===== src/rtl/instr_fetch_queue_if.sv =====
// Fetch-to-decode handshake bundle for the instruction prefetch queue.
// The slave modport is the queue; the master modport is the fetch/decode side.
interface instr_fetch_queue_if #(
  parameter int unsigned DATA_WIDTH = 32,
  parameter int unsigned DEPTH      = 4
);
  logic                    in_valid;
  logic                    in_ready;
  logic [DATA_WIDTH-1:0]   in_pc;
  logic [DATA_WIDTH-1:0]   in_instr;
  logic                    flush;
  logic                    out_valid;
  logic                    out_ready;
  logic [DATA_WIDTH-1:0]   out_pc;
  logic [DATA_WIDTH-1:0]   out_instr;
  logic [$clog2(DEPTH):0]  count;

  modport master (
    output in_valid, in_pc, in_instr, flush, out_ready,
    input  in_ready, out_valid, out_pc, out_instr, count
  );

  modport slave (
    input  in_valid, in_pc, in_instr, flush, out_ready,
    output in_ready, out_valid, out_pc, out_instr, count
  );
endinterface


===== src/rtl/instr_fetch_queue.sv =====
// Prefetch FIFO of {pc, instr} pairs between fetch and decode, show-ahead read,
// whole-queue discard on a taken branch/jump flush.
module instr_fetch_queue #(
  parameter int unsigned DATA_WIDTH = 32,
  parameter int unsigned DEPTH      = 4
) (
  input  logic                clk,
  input  logic                rst,
  instr_fetch_queue_if.slave  q
);
  localparam int unsigned AW = $clog2(DEPTH);
  localparam int unsigned CW = AW + 1;

  logic [DATA_WIDTH-1:0] pc_mem    [DEPTH];
  logic [DATA_WIDTH-1:0] instr_mem [DEPTH];
  logic [AW-1:0]         rd_ptr;
  logic [AW-1:0]         wr_ptr;
  logic [CW-1:0]         cnt;
  logic                  full;
  logic                  empty;
  logic                  push;
  logic                  pop;

  assign full  = (cnt == CW'(DEPTH));
  assign empty = (cnt == '0);

  // Flush and reset mask both handshakes so no transfer can race the discard.
  assign q.in_ready  = !full  && !q.flush && !rst;
  assign q.out_valid = !empty && !q.flush && !rst;

  assign push = q.in_valid  && q.in_ready;
  assign pop  = q.out_valid && q.out_ready;

  assign q.out_pc    = q.out_valid ? pc_mem[rd_ptr]    : '0;
  assign q.out_instr = q.out_valid ? instr_mem[rd_ptr] : '0;
  assign q.count     = cnt;

  always_ff @(posedge clk) begin
    if (rst || q.flush) begin
      rd_ptr <= '0;
      wr_ptr <= '0;
      cnt    <= '0;
    end else begin
      if (push) wr_ptr <= wr_ptr + AW'(1);
      if (pop)  rd_ptr <= rd_ptr + AW'(1);
      case ({push, pop})
        2'b10:   cnt <= cnt + CW'(1);
        2'b01:   cnt <= cnt - CW'(1);
        default: cnt <= cnt;
      endcase
    end
  end

  // Entry storage is deliberately not reset; the pointers alone define validity.
  always_ff @(posedge clk) begin
    if (push) begin
      pc_mem[wr_ptr]    <= q.in_pc;
      instr_mem[wr_ptr] <= q.in_instr;
    end
  end
endmodule


===== src/flat_wrapper.sv =====
// flat-port wrapper written by rule: the top's interface ports become plain ports
module instr_fetch_queue_flat 
#(
  parameter int unsigned DATA_WIDTH = 32,
  parameter int unsigned DEPTH      = 4
)
  (clk, rst, q_in_valid, q_in_pc, q_in_instr, q_flush, q_out_ready, q_in_ready, q_out_valid, q_out_pc, q_out_instr, q_count);
  instr_fetch_queue_if #(.DATA_WIDTH(DATA_WIDTH), .DEPTH(DEPTH)) q_i ();
  input  logic clk;
  input  logic rst;
  input wire logic [$bits(q_i.in_valid)-1:0] q_in_valid;
  input wire logic [$bits(q_i.in_pc)-1:0] q_in_pc;
  input wire logic [$bits(q_i.in_instr)-1:0] q_in_instr;
  input wire logic [$bits(q_i.flush)-1:0] q_flush;
  input wire logic [$bits(q_i.out_ready)-1:0] q_out_ready;
  output wire logic [$bits(q_i.in_ready)-1:0] q_in_ready;
  output wire logic [$bits(q_i.out_valid)-1:0] q_out_valid;
  output wire logic [$bits(q_i.out_pc)-1:0] q_out_pc;
  output wire logic [$bits(q_i.out_instr)-1:0] q_out_instr;
  output wire logic [$bits(q_i.count)-1:0] q_count;
  assign q_i.in_valid = q_in_valid;
  assign q_i.in_pc = q_in_pc;
  assign q_i.in_instr = q_in_instr;
  assign q_i.flush = q_flush;
  assign q_i.out_ready = q_out_ready;
  assign q_in_ready = q_i.in_ready;
  assign q_out_valid = q_i.out_valid;
  assign q_out_pc = q_i.out_pc;
  assign q_out_instr = q_i.out_instr;
  assign q_count = q_i.count;
  instr_fetch_queue #(.DATA_WIDTH(DATA_WIDTH), .DEPTH(DEPTH)) u_core (.clk(clk), .rst(rst), .q(q_i));
endmodule

===== config.mk =====
export PLATFORM = sky130hd
export DESIGN_NAME = instr_fetch_queue_flat
export DESIGN_NICKNAME = d
export VERILOG_FILES = /design/src/rtl/instr_fetch_queue_if.sv /design/src/rtl/instr_fetch_queue.sv /design/src/flat_wrapper.sv
export SDC_FILE = /design/constraint.sdc
export NUM_CORES = 1
export LEC_CHECK = 0
export CORE_MARGIN = 4
export CORE_UTILIZATION = 59
export DETAILED_ROUTE_END_ITERATION = 8
export PLACE_DENSITY = 0.92
export RECOVER_POWER = 50
export SETUP_SLACK_MARGIN = 0.15
export SYNTH_ARGS = -nofsm -noshare
export SYNTH_HDL_FRONTEND = slang
export SYNTH_SLANG_ARGS = --single-unit

===== constraint.sdc =====
create_clock -name clk -period 6 [get_ports clk]
set_input_delay 0.9 -clock clk [delete_from_list [all_inputs] [get_ports clk]]
set_output_delay 0.9 -clock clk [all_outputs]
set_load 0.01 [all_outputs]

### After elaboration in Yosys (flattened, before gate mapping)

Memories as Yosys holds them, arrays and structs flattened. A register that Yosys moved wholly into a read port is not among the register bits.
Index checks and enable logic that the tools add are counted.

* memories kept: 2
* word-level logic and storage cells: 34
* output and inout port bits: 69
* input bits: 69
* memory bits (writable): 256
* register bits: 7

* mux-type cells: 9
* eq/ne operators: 3
* $add $sub $neg: 4
* reductions and logical operators: 13

Memory list
* u_core.instr_mem: depth 4, bits a word 32, rd ports 1, clocked after memory_dff 1, wr ports 1, line instr_fetch_queue.sv:15 `logic [DATA_WIDTH-1:0] instr_mem [DEPTH];`
* u_core.pc_mem: depth 4, bits a word 32, rd ports 1, clocked after memory_dff 1, wr ports 1, line instr_fetch_queue.sv:14 `logic [DATA_WIDTH-1:0] pc_mem [DEPTH];`

Operators with widths (number)
* 2-to-1 mux 32 bit: 2
* 2-to-1 mux 2 bit: 4
* logical AND 1 bit: 6
* one-hot mux 3 bit (2 select lines): 1
* adder 2 x 1 -> 2 bit, second input constant: 2
* zero test 1 bit: 4
* adder 3 x 1 -> 3 bit, second input constant: 1
* == test 3 bit, second input constant: 1
* zero test 3 bit: 1
* subtractor 3 x 1 -> 3 bit, second input constant: 1
* == test 2 x 1 -> 1 bit, second input constant: 1
* == test 2 bit, second input constant: 1
* 2-to-1 mux 1 bit: 2
* nonzero test 2 bit: 1
* logical OR 1 bit: 1

### Longest topological paths before layout

* word-level depth: 7
* depth in mapped cells: 9
* gate-level depth less buffers: 9

### Worst setup path before layout

Ideal clock, no wire load.

* path type: in2reg
* start: input q_flush
* end: memory u_core.instr_mem[0][0], enable pin
* path slack: 2.674 ns
* path buffers: 0
* arrival: 2.897 ns
* stages on the path: 2
* library setup time: 0.429 ns
* required time: 5.571 ns
* cells stage by stage: nor3b_1 and3_1

* word-level cells in the longest chain between the ends: 6

Ends and longest elaborated chain
* from (decl): line flat_wrapper.sv:14 `input wire logic [$bits(q_i.flush)-1:0] q_flush;`
* zero test 1 bit: line instr_fetch_queue.sv:28 `assign q.in_ready = !full && !q.flush && !rst;`
* logical AND 1 bit (2 in series): line instr_fetch_queue.sv:28
* logical AND 1 bit: line instr_fetch_queue.sv:31 `assign push = q.in_valid && q.in_ready;`
* 2-to-1 mux 1 bit: line instr_fetch_queue.sv:56 `if (push) begin`
* 2-to-1 mux 1 bit (not written as such): line instr_fetch_queue.sv:58 `instr_mem[wr_ptr] <= q.in_instr;`
* to (decl): line instr_fetch_queue.sv:15

Every way passes these cells.

### Worst setup path after layout

* start: input q_flush
* end: memory u_core.instr_mem[3][25], enable pin

Same word-level chain as after synthesis.

==> metrics.csv <==
metric,value,unit
Post-Synth Simple-Gate Area,5.06,%
fmax,213,MHz
failing checks,"max-capacitance violations, max-slew violations",
syn nets,535,
io pins,138,
Synth area leaders,"edfxtp_1, mux4_2, nor2b_1",
ANT nets after route,0,
GR Overflow Total,0,
drt via density,5.85,
hpwl dp,10600,um
post-synthesis mux area share,14.2,%
FF-to-FF Start,u_core.q.count[0],
Syn Inst Count,460,
Final Critical Period,4.69,ns
die width,140,um
HP Start,u_core.rd_ptr[1],
MaxCap Viol Count,3,
1st-pass router iterations,4,
Bufs on Longest Clock Path,3,
Mean Syn Cell Area,22.2,um2
CP Capture Type,register,
"Primary FF master, synth",edfxtp_1,
post-synthesis register bit count,265,
Setup Total Neg Slack,0,ns
startpoint types,primary input,
dpl cells,797,
Via Count,4941,
Hold Path Stages,2,
Post-synth EDFFs,256,
antenna violations before repair,2,
Rows,47,
RSZ-0062 raised after global routing,no,
CORE AREA,16800,um2
"commonest cells after routing, fill and taps aside","edfxtp_1, dlygate4sd3_1, clkdlybuf4s50_1, mux4_2, nor2b_1",
count of final setup violators,0,
CP required,6.03,ns
clk_lat worst skew,0.51,ns
Leak,3.90,nW
R2R Path End,u_core.instr_mem[3][25],
count of final max-slew check failures,195,
Clock Sinks,265,
DRC,0,
aggregate global-route resource usage,19.4,%
power per cell area,300,nW/um2
Synth Area in Adders,0.807,%
vias in the first global route,5526,
P&R area growth vs syn,22.9,%
first-pass GRT wire length,29900,um
met2 GRT Util,32.6,%
# H-tree levels,1,
fin crit share,78.2,%
cell accounting for the most synthesized area,edfxtp_1,
M1 GR Usage,26.2,%
Place WS,2.06,ns
Post-Synth XOR/XNOR Area,0.342,%
Final Skew,0.0198,ns
Yosys top cell area share,75.1,%
reg2reg path depth,2,
CP max FO,64,
PnR worst setup slack,1.31,ns
status,"complete, but fails checks",
Least-Margin Pin Slew,3.37,ns
nets@finish,680,
Resize count post-CTS,0,
final hold vios,0,
largest family of logic cells by synthesized area,multiplexers,
gr busiest metal,met2,
Worst EP arrival,4.72,ns
hold-fix buffers at CTS,0,
clock buffer count from CTS,26,
"commonest non-fill, non-tap cell in the layout",edfxtp_1,
CTS tree,yes,
gpl congestion,0.720,
clk slew on worst S/H paths,0.06,ns
height of the die,140,um
port bufs,137,
Initial Utilization,60.9,%
"setup slack, reg-to-reg",2.23,ns
Netlist cell types,31,
# Post-CTS Setup Buffers,0,
post-route insts no fill,844,
Clock Root Buffer,clkbuf_16,
Rel. slew slack,-125,%
sequential share of the synthesized area,76.9,%
utilization after layout,74.8,%
Synth Warn #,0,
mapped cell area,10200,um2
routing usage on met3,3.81,%
initial detailed-routing violation count,321,
Routed wire per std cell,22.3,um
post-synthesis compound-gate area fraction,0.550,%
fraction of layout cells with a size suffix above 1,17.5,%
crit path kind,in -> reg,
full die area,19500,um2
maximum VDD drop,0.312,mV
largest net degree at the start of global routing,66,
"FFs w/ async S/R, synth",0,%
Routed WL,18800,um
worst min-delay path class,reg -> reg,
## cell usage after synthesis (all sizes together) (2+ instances only)
cell type and number:
edfxtp 256, mux4 64, nor2b 64, buf 14, dfxtp 9, clkbuf 8, nor2 8, inv 7
ha 5, and3 4, xor2 4, o31ai 3, a21oi 2, and2 2
## metrics by stage
| stage | hold WS (ns) | power, mW | area, um2 |
|---|---|---|---|
| floorplan | 0.475 | 2.13 | 10200 |
| global placement | 0.502 | 2.20 | 11700 |
| detailed placement | 0.520 | 2.21 | 11700 |
| CTS | 0.545 | 3.81 | 12600 |
| global route | 0.583 | 3.89 | 12600 |
| finish | 0.545 | 3.77 | 12600 |
## cells by family after synthesis
kind of cell / Yosys count
flip-flops: 265
AND/OR/NAND/NOR: 84
multiplexers: 65
buffers and inverters: 29
AO/OA/AOI/OAI: 7
adder cells (fa/ha/maj): 6
XOR/XNOR: 4
## final cells by class
cell class                 instances  area [um2]
tap                              220         275
inverter                           7        26.3
sequential                       265        7880
clock inverter                    15         166
timing repair buffer             139        1390
antenna                            1        2.50
multi-input combinational        166        2150
fill                             916        4240
clock buffer                      31         691
## state kept, by name, summed over array words and instances (netlist names), named ones only
signal            count
u_core.instr_mem    128
u_core.pc_mem       128
u_core.q.count        3
u_core.rd_ptr         2
u_core.wr_ptr         2
## worst max-delay path by stage
stage | to | cells after the start | slack, ns | from
floorplan | u_core.instr_mem[0][0] | 2 | 2.67 | q_flush
global placement | q_out_pc[29] | 6 | 2.22 | q_flush
detailed placement | q_out_instr[18] | 6 | 2.06 | q_flush
CTS | q_out_instr[18] | 4 | 1.73 | register
global route | u_core.instr_mem[3][15] | 3 | 1.01 | q_flush
finish | u_core.instr_mem[3][25] | 3 | 1.31 | q_flush
## power by group
group / switching [mW] / total, mW / internal (mW)
logic: 0.0483 / 0.104 / 0.0558
clock network: 0.626 / 1.61 / 0.985
registers: 0.00698 / 2.06 / 2.05
total: 0.682 / 3.77 / 3.09
## worst max-delay path, stage by stage
cell	delay, ns
dlygate4sd3_1	0.57
nor3b_1	0.63
and3_1	2.58
## routing by layer
layer  vias up  part of all wire, %
met3        35                  5.6
met5         -                0.042
met4         2                  2.3
li1       2153                    -
met1      2557                   40
met2       194                   52
(Power assumes the default switching activity.)
